`config.mk`:
```
export PLATFORM = sky130hd
export DESIGN_NAME = sync_fifo_param
export DESIGN_NICKNAME = d
export VERILOG_FILES = /design/src/rtl/sync_fifo_param.sv
export SDC_FILE = /design/constraint.sdc
export NUM_CORES = 1
export LEC_CHECK = 0
export CAP_MARGIN = 10
export CORE_ASPECT_RATIO = 1.4
export CORE_UTILIZATION = 34
export DETAILED_ROUTE_END_ITERATION = 8
export GPL_TIMING_DRIVEN = 0
export HOLD_SLACK_MARGIN = 0.05
export PLACE_DENSITY = 0.5
export RECOVER_POWER = 100
export SLEW_MARGIN = 40
export SYNTH_ARGS = -nofsm -noshare
export SYNTH_HDL_FRONTEND = slang
export SYNTH_SLANG_ARGS = --single-unit
```
`constraint.sdc`:
```
create_clock -name clk -period 2.8 [get_ports clk]
set_input_delay 0.42 -clock clk [delete_from_list [all_inputs] [get_ports clk]]
set_output_delay 0.42 -clock clk [all_outputs]
set_load 0.005 [all_outputs]
```
`src/rtl/sync_fifo_param.sv`:
```
// Parametrised first-word-fall-through FIFO for a single clock domain.
// Keeps an occupancy count with registered almost-full/almost-empty flags and a synchronous flush.
module sync_fifo_param #(
  parameter int DATA_WIDTH = 8,
  parameter int FIFO_DEPTH = 4,
  parameter int AF_THRESH  = FIFO_DEPTH - 1,
  parameter int AE_THRESH  = 1,
  parameter bit FULL_RW    = 1'b0,
  parameter int ADDR_WIDTH = $clog2(FIFO_DEPTH)
) (
  input  logic                  clk,
  input  logic                  rst_n,
  input  logic                  flush_i,
  input  logic [DATA_WIDTH-1:0] data_i,
  input  logic                  wr_valid_i,
  output logic                  wr_ready_o,
  output logic [DATA_WIDTH-1:0] data_o,
  input  logic                  rd_valid_i,
  output logic                  rd_ready_o,
  output logic [ADDR_WIDTH:0]   count_o,
  output logic                  almost_full_o,
  output logic                  almost_empty_o
);

  localparam logic [ADDR_WIDTH:0] AF_LVL  = AF_THRESH[ADDR_WIDTH:0];
  localparam logic [ADDR_WIDTH:0] AE_LVL  = AE_THRESH[ADDR_WIDTH:0];
  localparam logic [ADDR_WIDTH:0] PTR_ONE = {{ADDR_WIDTH{1'b0}}, 1'b1};

  logic [DATA_WIDTH-1:0] mem_r [FIFO_DEPTH];
  logic [ADDR_WIDTH:0]   wr_ptr_r;
  logic [ADDR_WIDTH:0]   rd_ptr_r;
  logic [ADDR_WIDTH:0]   count_r;
  logic                  af_r;
  logic                  ae_r;

  logic                  empty_s;
  logic                  full_s;
  logic                  wr_hs_s;
  logic                  rd_hs_s;
  logic [ADDR_WIDTH:0]   next_count_s;

  // Pointers carry an extra wrap bit so equal low bits can be told apart as empty or full.
  assign empty_s = (wr_ptr_r == rd_ptr_r);
  assign full_s  = (wr_ptr_r[ADDR_WIDTH-1:0] == rd_ptr_r[ADDR_WIDTH-1:0]) &&
                   (wr_ptr_r[ADDR_WIDTH] != rd_ptr_r[ADDR_WIDTH]);

  assign rd_ready_o = ~empty_s & ~flush_i;
  assign wr_ready_o = ~flush_i & (~full_s | (FULL_RW & rd_valid_i));

  assign wr_hs_s = wr_valid_i & wr_ready_o;
  assign rd_hs_s = rd_valid_i & rd_ready_o;

  assign data_o         = mem_r[rd_ptr_r[ADDR_WIDTH-1:0]];
  assign count_o        = count_r;
  assign almost_full_o  = af_r;
  assign almost_empty_o = ae_r;

  // Occupancy after this cycle's handshakes; a simultaneous push and pop cancel out.
  always_comb begin
    next_count_s = count_r;
    case ({wr_hs_s, rd_hs_s})
      2'b10:   next_count_s = count_r + PTR_ONE;
      2'b01:   next_count_s = count_r - PTR_ONE;
      default: next_count_s = count_r;
    endcase
  end

  // Storage array: written on a write handshake, never cleared.
  always_ff @(posedge clk) begin
    if (rst_n && wr_hs_s) begin
      mem_r[wr_ptr_r[ADDR_WIDTH-1:0]] <= data_i;
    end
  end

  // Pointers, count and threshold flags; reset and flush both return to the empty state.
  always_ff @(posedge clk) begin
    if (!rst_n || flush_i) begin
      wr_ptr_r <= {(ADDR_WIDTH+1){1'b0}};
      rd_ptr_r <= {(ADDR_WIDTH+1){1'b0}};
      count_r  <= {(ADDR_WIDTH+1){1'b0}};
      af_r     <= 1'b0;
      ae_r     <= 1'b1;
    end else begin
      if (wr_hs_s) begin
        wr_ptr_r <= wr_ptr_r + PTR_ONE;
      end
      if (rd_hs_s) begin
        rd_ptr_r <= rd_ptr_r + PTR_ONE;
      end
      count_r <= next_count_s;
      af_r    <= (next_count_s >= AF_LVL);
      ae_r    <= (next_count_s <= AE_LVL);
    end
  end

endmodule

```
==> qor.tcl, run 1 <==
set qor(clkTransAtPathRegs_ps) 80
set qor(row_count) 32
set qor(synth.distinct_cells) 36
set qor(layout.nets) 192
set qor(synth_ff_type) {sky130_fd_sc_hd__edfxtp_1}
set qor(wl_met2_um) 2020
set qor(root_buffer) {sky130_fd_sc_hd__clkbuf_8}
set qor(cts.path.max_buffers) 2
set qor(number_of_flops_mapped_to_enable_cells_by_yosys) 32
set qor(peakVddDrop_mv) 0.161
set qor(final_critical_path_setup_slack_ps) 141
set qor(ys_seq_elements) 45
set qor(worst-slew-pin-transition_ps) 517
set qor(syn_avg_cell_area_um2) 14.5
set qor(dominant_cell_type_by_count_on_the_critical_path) {sky130_fd_sc_hd__inv_1}
set qor(yosys_warnings) 0
set qor(core_area_um2) 5610
set qor(route.top_layer_used) {met4}
set qor(cp_slowest_cell) {sky130_fd_sc_hd__clkdlybuf4s50_1}
set qor(final-max-slew-violation-count) 0
set qor(layout_commonest_cell) {sky130_fd_sc_hd__edfxtp_1}
set qor(worstSkewPairLatency_ps) 290
set qor(globalRouteTotalUtil) 0.137
set qor(cts_made_buffers) 5
set qor(initial_core_util) 0.360
set qor(drtPass1Iterations) 4
set qor(cts_hold_repair.buffers) 0
set qor(power.density_nw_per_um2) 489
set qor(global_route.overflow_total) 0
set qor(place_congestion) 0.821
set qor(die_width_um) 67.1
set qor(boundaryPins) 28
set qor(floorplan.die.height_um) 93.2
set qor(largest_net_degree_at_the_start_of_global_routing) 14
set qor(endpoint_kind) {register}
set qor(postRouteWirelength_um) 3760
set qor(timing_worst_setup_path_type) {in2reg}
set qor(startpoint_type) {input port}
set qor(total_via_count_in_the_routed_design) 1255
set qor(clkSinkCount) 45
set qor(post-layout-total-power_mw) 1.21
set qor(antenna_cells) 0
set qor(first_iter_violations) 75
set qor(met3_wirelength_um) 165
set qor(timing.final.hold_violations) 0
set qor(min_period_ps) 2660
set qor(worstHoldPathType) {reg2reg}
set qor(worst_clock_skew_ps) 9.53
set qor(critical_path.max_fanout) 6
set qor(layout_common_cells) {sky130_fd_sc_hd__edfxtp_1, sky130_fd_sc_hd__dlygate4sd3_1, sky130_fd_sc_hd__dfxtp_1, sky130_fd_sc_hd__mux4_2}
set qor(antenna_found_initial) 0
set qor(fin_tns_setup_ps) 0
set qor(placement.setup.worst_slack_ps) -158
set qor(post_route_cells_drive_above_1_share) 0.127
set qor(dpl.hpwl_um) 2730
set qor(ys_async_sr_fraction) 0
set qor(drcViolationCount) 0
set qor(cap_viol_max_count) 0
set qor(run_status) {finished clean}
set qor(post_drt_wl_per_cell_um) 15.6
set qor(drt-vias-per-instance) 5.21
set qor(finalCritPeriodShare) 0.950
set qor(grt_setup_unrepaired) {no}
set qor(crit_path_cell_trace) {clkdlybuf4s50_1, inv_1, a311oi_2, inv_1, ha_1, fa_1, xnor2_1, xor2_1, a211o_1}
set qor(detail-route-antenna-nets) 0
set qor(grt_first_pass_wirelength_um) 6190
set qor(leakagePower_nw) 0.881
set qor(detail_route.wirelength.met1_um) 1510
set qor(tritoncts) {done}
set qor(die-area_um2) 6250
set qor(hold_ws_ps) 554
set qor(worst_slew_margin_rel) 0.654
set qor(netlist_instances) 139
set qor(post-route-util) 0.440
set qor(max_freq_mhz) 376
set qor(report.final.setup_viol) 0
set qor(h_tree_depth) 2
set qor(post_synth_instance_area_um2) 2020
set qor(portBuffers) 26
set qor(critical-path-max-stage-delay_ps) 570
set qor(arrival_ps) 2850
set qor(critical_path_required_ps) 2990
set qor(area.growth.synth_to_final_pct) 22.3
set qor(first_global_vias) 1314
set qor(postSynthNetCount) 159
set qor(yosysSeqAreaShare) 0.605
-- power breakdown --
| part | total (mW) | switching [mW] | internal, mW |
|---|---|---|---|
| Combinational | 0.0990 | 0.0480 | 0.0510 |
| Clock | 0.380 | 0.207 | 0.173 |
| Sequential | 0.728 | 0.00723 | 0.721 |
-- cell type report --
class                           count  area (um2)
Fill cell                         528        3140
Sequential cell                    45        1220
Multi-Input combinational cell     81         767
Timing Repair Buffer               26         260
Tap cell                           68        85.1
Clock buffer                        6        72.6
Buffer                              7        30.0
Inverter                            6        22.5
Clock inverter                      2        10.0
-- per-layer routing --
| metal | track usage | up-vias |
|---|---|---|
| met5 | 0 | - |
| met4 | 0.0745 | 0 |
| met3 | 0.0402 | 6 |
| met2 | 0.231 | 35 |
| met1 | 0.150 | 609 |
| li1 | - | 605 |
-- state kept, by name, indices dropped and copies added, names as in the netlist, named ones only --
signal          flops
mem_r              32
count_o             3
wr_ptr_r            3
almost_empty_o      1
almost_full_o       1
rd_ptr_r            3
-- final timing paths --
path                             startpoint              to  slack, ps  cells past startpoint
worst max register to register  wr_ptr_r[0]  almost_empty_o        170                      8
worst min-delay path            wr_ptr_r[2]     wr_ptr_r[2]        550                      2
worst max-delay path             wr_valid_i  almost_empty_o        140                      9
worst min register to register  wr_ptr_r[2]     wr_ptr_r[2]        550                      2
-- logic make-up after synthesis --
kind of cell	after synthesis	synth area share
AO/OA/AOI/OAI	24	0.0818
flip-flops	45	0.605
AND/OR/NAND/NOR	32	0.0992
adder cells (fa/ha/maj)	7	0.0471
buffers and inverters	13	0.0260
multiplexers	9	0.0942
XOR/XNOR	9	0.0465
-- synth_stat cells (2+ instances only) --
master,n,area [um2]
sky130_fd_sc_hd__a211o_1,3,26.3
sky130_fd_sc_hd__nand3_1,4,20.0
sky130_fd_sc_hd__a31oi_1,6,37.5
sky130_fd_sc_hd__a21oi_1,3,15.0
sky130_fd_sc_hd__and3_1,5,31.3
sky130_fd_sc_hd__nand2b_1,2,12.5
sky130_fd_sc_hd__clkbuf_1,3,11.3
sky130_fd_sc_hd__mux4_2,8,180
sky130_fd_sc_hd__nand2_1,4,15.0
sky130_fd_sc_hd__xor2_1,5,43.8
sky130_fd_sc_hd__xnor2_1,2,17.5
sky130_fd_sc_hd__nand4_1,4,25.0
sky130_fd_sc_hd__edfxtp_1,32,961
sky130_fd_sc_hd__a21o_1,2,15.0
sky130_fd_sc_hd__buf_2,2,10.0
sky130_fd_sc_hd__o211ai_1,2,15.0
sky130_fd_sc_hd__dfxtp_1,13,260
sky130_fd_sc_hd__o21ai_0,5,25.0
sky130_fd_sc_hd__inv_1,6,22.5
sky130_fd_sc_hd__xnor2_2,2,32.5
sky130_fd_sc_hd__nor2_1,3,11.3
sky130_fd_sc_hd__nor4bb_1,3,30.0
sky130_fd_sc_hd__ha_1,6,75.1
sky130_fd_sc_hd__and3b_1,2,17.5
-- repair_timing --
item / CTS / global route
setup endpoints to repair: 0 / 2
resized for setup: 0 / 2
buffers inserted: 0 / 0
-- through the flow --
step | std cells | area [um2]
after floorplan | 139 | 2020
after global placement | 233 | 2360
after detailed placement | 233 | 2360
after CTS | 241 | 2450
after global routing | 241 | 2470
final | 241 | 2470
-- critical path: cells and delay by family --
family | cells | cell delay (ps)
AOI/OAI and AO/OA | 2 | 660
xor gates and xnor gates | 2 | 390
adders and majority gates | 2 | 620
buffers and inverters | 3 | 750
No activity file was read; power rests on OpenSTA's default activity.
==> run 2: changes to the inputs <==
- ABC_AREA: default -> 1
- CORE_ASPECT_RATIO: 1.4 -> 0.8
==> qor.tcl, run 2 <==
set qor(run_status) {finished clean}
set qor(drcViolationCount) 0 ;# unchanged
set qor(antenna_found_initial) 0 ;# unchanged
set qor(grt_setup_unrepaired) {no}
set qor(worst-r2r-setup-slack_ps) 440 ;# +270 ps
set qor(critical_path.max_fanout) 10 ;# +4
set qor(syn_avg_cell_area_um2) 10.9 ;# -25%
set qor(finalCritPeriodShare) 0.874 ;# -0.0756
set qor(final-max-slew-violation-count) 0 ;# unchanged
set qor(sw_ratio) 0.209 ;# -0.00760
set qor(critical-path-max-stage-delay_ps) 600 ;# +30 ps
set qor(worstHoldPathType) {reg2reg}
set qor(layout.nets) 228 ;# +19%
set qor(first_iter_violations) 57 ;# -24%
set qor(place_congestion) 0.734 ;# -11%
set qor(ys_seq_elements) 45 ;# unchanged
set qor(h_tree_depth) 2 ;# unchanged
set qor(row_count) 23 ;# -28%
set qor(cap_viol_max_count) 0 ;# unchanged
set qor(total_switching_power_mw) 0.244 ;# -6.6%
set qor(worst_clock_skew_ps) 4.09 ;# -5.44 ps
set qor(cts.path.max_buffers) 2 ;# unchanged
set qor(floorplan.die.height_um) 68.8 ;# -26%
set qor(dpl.hpwl_um) 2550 ;# -6.6%
set qor(crit-reg2reg-launch) {wr_ptr_r[0]}
set qor(synth.top_cells.by_count) {sky130_fd_sc_hd__edfxtp_1, sky130_fd_sc_hd__nor2_1, sky130_fd_sc_hd__nand2_1}
set qor(globalRouteTotalUtil) 0.138 ;# +0.000781
set qor(postRouteWirelength_um) 3610 ;# -4.0%
set qor(max_freq_mhz) 409 ;# +8.7%
set qor(fillers) 493 ;# -6.6%
set qor(crit_path_cell_trace) {inv_1, buf_2, nor2_1, o22ai_1, dlygate4sd3_1}
set qor(die-area_um2) 5890 ;# -5.8%
set qor(critical_path.top_delay_family) {buffers and inverters}
set qor(cell_count_of_the_worst_hold_path) 2 ;# unchanged
set qor(endpoint_kind) {primary output}
set qor(clkTransAtPathRegs_ps) 70 ;# about the same
set qor(portBuffers) 27 ;# +3.8%
set qor(cts_resized) 0 ;# unchanged
set qor(worst_r2r_path_depth) 13 ;# +5
set qor(seqPwrFrac) 0.620 ;# +0.017
set qor(post-route-util) 0.444 ;# +0.00404
set qor(worst_slew_margin_rel) 0.449 ;# -0.206
set qor(first_global_vias) 1275 ;# -3.0%
set qor(number_of_flops_mapped_to_enable_cells_by_yosys) 32 ;# unchanged
set qor(die_width_um) 85.5 ;# +27%
set qor(timing_worst_setup_path_type) {reg2out}
set qor(peakVddDrop_mv) 0.182 ;# +13%
set qor(synth_ff_type) {sky130_fd_sc_hd__edfxtp_1}
set qor(synth.distinct_cells) 22 ;# -39%
set qor(netlist_instances) 174 ;# +25%
set qor(layout_commonest_cell) {sky130_fd_sc_hd__edfxtp_1}
set qor(netlist.top_cell.by_area) {sky130_fd_sc_hd__edfxtp_1}
set qor(fin_tns_setup_ps) 0 ;# unchanged
set qor(total_via_count_in_the_routed_design) 1309 ;# +4.3%
set qor(path_buf_inv) 3 ;# unchanged
set qor(yosysSeqAreaShare) 0.643 ;# +0.0383
set qor(clkSinkCount) 45 ;# unchanged
set qor(post_drt_wl_per_cell_um) 13.3 ;# -15%
set qor(post-cts-setup-buffer-count) 0 ;# unchanged
set qor(core_area_um2) 5180 ;# -7.6%
set qor(post-synth-top-count-cell) {sky130_fd_sc_hd__edfxtp_1}
set qor(power.combinational.fraction) 0.064 ;# -0.018
set qor(critical_path_required_ps) 2380 ;# -610 ps
set qor(cts_made_buffers) 5 ;# unchanged
set qor(yosys_warnings) 0 ;# unchanged
set qor(post_synth_main_area_contributors) {sky130_fd_sc_hd__edfxtp_1, sky130_fd_sc_hd__dfxtp_1, sky130_fd_sc_hd__nor2_1}
set qor(leakagePower_nw) 0.912 ;# +3.5%
set qor(boundaryPins) 28 ;# unchanged
set qor(register_area_um2) 1220 ;# unchanged
set qor(report.final.setup_viol) 0 ;# unchanged
set qor(layout_common_cells) {sky130_fd_sc_hd__edfxtp_1, sky130_fd_sc_hd__nor2_1, sky130_fd_sc_hd__nand2_1, sky130_fd_sc_hd__dlygate4sd3_1, sky130_fd_sc_hd__inv_1}
set qor(ys_async_sr_fraction) 0 ;# unchanged
set qor(crit-reg2reg-capture) {almost_empty_o}
set qor(tritoncts) {done}
set qor(worstSkewPairLatency_ps) 290 ;# about the same
set qor(cts_hold_repair.buffers) 0 ;# unchanged
set qor(min_period_ps) 2450 ;# -212 ps
set qor(placement.setup.worst_slack_ps) 382 ;# +540 ps
set qor(setup.worst_path.end) {data_o[1]}
set qor(timing.final.hold_violations) 0 ;# unchanged
set qor(initial_core_util) 0.366 ;# +0.00638
set qor(antenna_cells) 0 ;# unchanged
set qor(largest_net_degree_at_the_start_of_global_routing) 14 ;# unchanged
set qor(postSynthNetCount) 194 ;# +22%
set qor(multiInputGateArea_um2) 568 ;# -26%
set qor(area.growth.synth_to_final_pct) 21.3
set qor(global_route.overflow_total) 0 ;# unchanged
set qor(area_share_of_the_leading_cell_type_in_the_synthesized_netlist) 0.506 ;# +0.0301
set qor(cp_slowest_cell) {sky130_fd_sc_hd__dlygate4sd3_1}
set qor(detail-route-antenna-nets) 0 ;# unchanged
set qor(post_synth_instance_area_um2) 1900 ;# -6.0%
set qor(drt-vias-per-instance) 4.83 ;# -7.2%
set qor(power.share.clock) 0.316 ;# about the same
set qor(power.density_nw_per_um2) 507 ;# +3.7%
set qor(post_route_cells_drive_above_1_share) 0.0622 ;# -0.0650
set qor(worst-path-stages) 5 ;# -4
set qor(startpoint_type) {register}
set qor(final_critical_path_setup_slack_ps) 353 ;# +212 ps
set qor(drtPass1Iterations) 4 ;# unchanged
set qor(grt_first_pass_wirelength_um) 5830 ;# -5.8%
set qor(worst-slew-pin-transition_ps) 824 ;# +307 ps
set qor(root_buffer) {sky130_fd_sc_hd__clkbuf_8}
set qor(arrival_ps) 2030 ;# -820 ps
set qor(p_int_mw) 0.923 ;# -2.3%
set qor(largest_reg_flops) 32 ;# unchanged
## run 2: power groups by stage
stage	Sequential (mW)	Clock, mW	Combinational (mW)
3_3_place_gp	0.739	0	0.0810
6_report	0.724	0.369	0.0745
5_1_grt	0.725	0.414	0.0841
3_5_place_dp	0.740	0	0.0827
2_1_floorplan	0.739	0	0.0352
4_1_cts	0.724	0.386	0.0831
## run 2: cell type report
class                      instances  share of cell area
clock inverter                     3             0.00543
clock buffer                       5              0.0299
sequential                        45               0.530
tap                               62              0.0337
inverter                          19              0.0321
multi-input combinational        108               0.247
buffer                             2             0.00435
timing repair buffer              27               0.117
## run 2: worst min-delay path by stage
stage                      from          end  slack (ps)
floorplan           rd_ptr_r[2]  rd_ptr_r[2]         490
global placement    rd_ptr_r[2]  rd_ptr_r[2]         510
detailed placement  rd_ptr_r[2]  rd_ptr_r[2]         520
CTS                 rd_ptr_r[2]  rd_ptr_r[2]         530
global route        wr_ptr_r[2]  wr_ptr_r[2]         580
finish              rd_ptr_r[2]  rd_ptr_r[2]         530
## run 2: logic make-up (layout without fill, tap and decap cells)
family                   Yosys count  count (layout)  share of synthesized area
AO/OA/AOI/OAI                     29              29                     0.0844
XOR/XNOR                           3               3                     0.0138
adder cells (fa/ha/maj)            7               7                     0.0501
buffers and inverters             21              56                     0.0442
flip-flops                        45              45                      0.643
multiplexers                       1               1                    0.00527
AND/OR/NAND/NOR                   68              68                      0.159
## run 2: tightest hold or removal path, delay by kind of cell, from the launching register on
kind / cells / cell delay (ps)
AO/OA/AOI/OAI: 1 / 50
flip-flops: 1 / 360
AND/OR/NAND/NOR: 1 / 80
## run 2: per-stage QoR
stage	hold WS, ps	std cells	power, mW	cell area, um2
after floorplan	490	174	0.774	1900
after global routing	576	271	1.22	2300
after CTS	535	271	1.19	2330
final	533	271	1.17	2300
after detailed placement	523	263	0.823	2250
after global placement	511	263	0.820	2250
## run 2: metal layers
layer | up-vias | global-route usage | part of all wire
met3 | 6 | 0.0583 | 0.062
met5 | - | 0 | 0
li1 | 663 | - | -
met2 | 24 | 0.220 | 0.45
met4 | 0 | 0.0396 | 0.011
met1 | 616 | 0.173 | 0.48
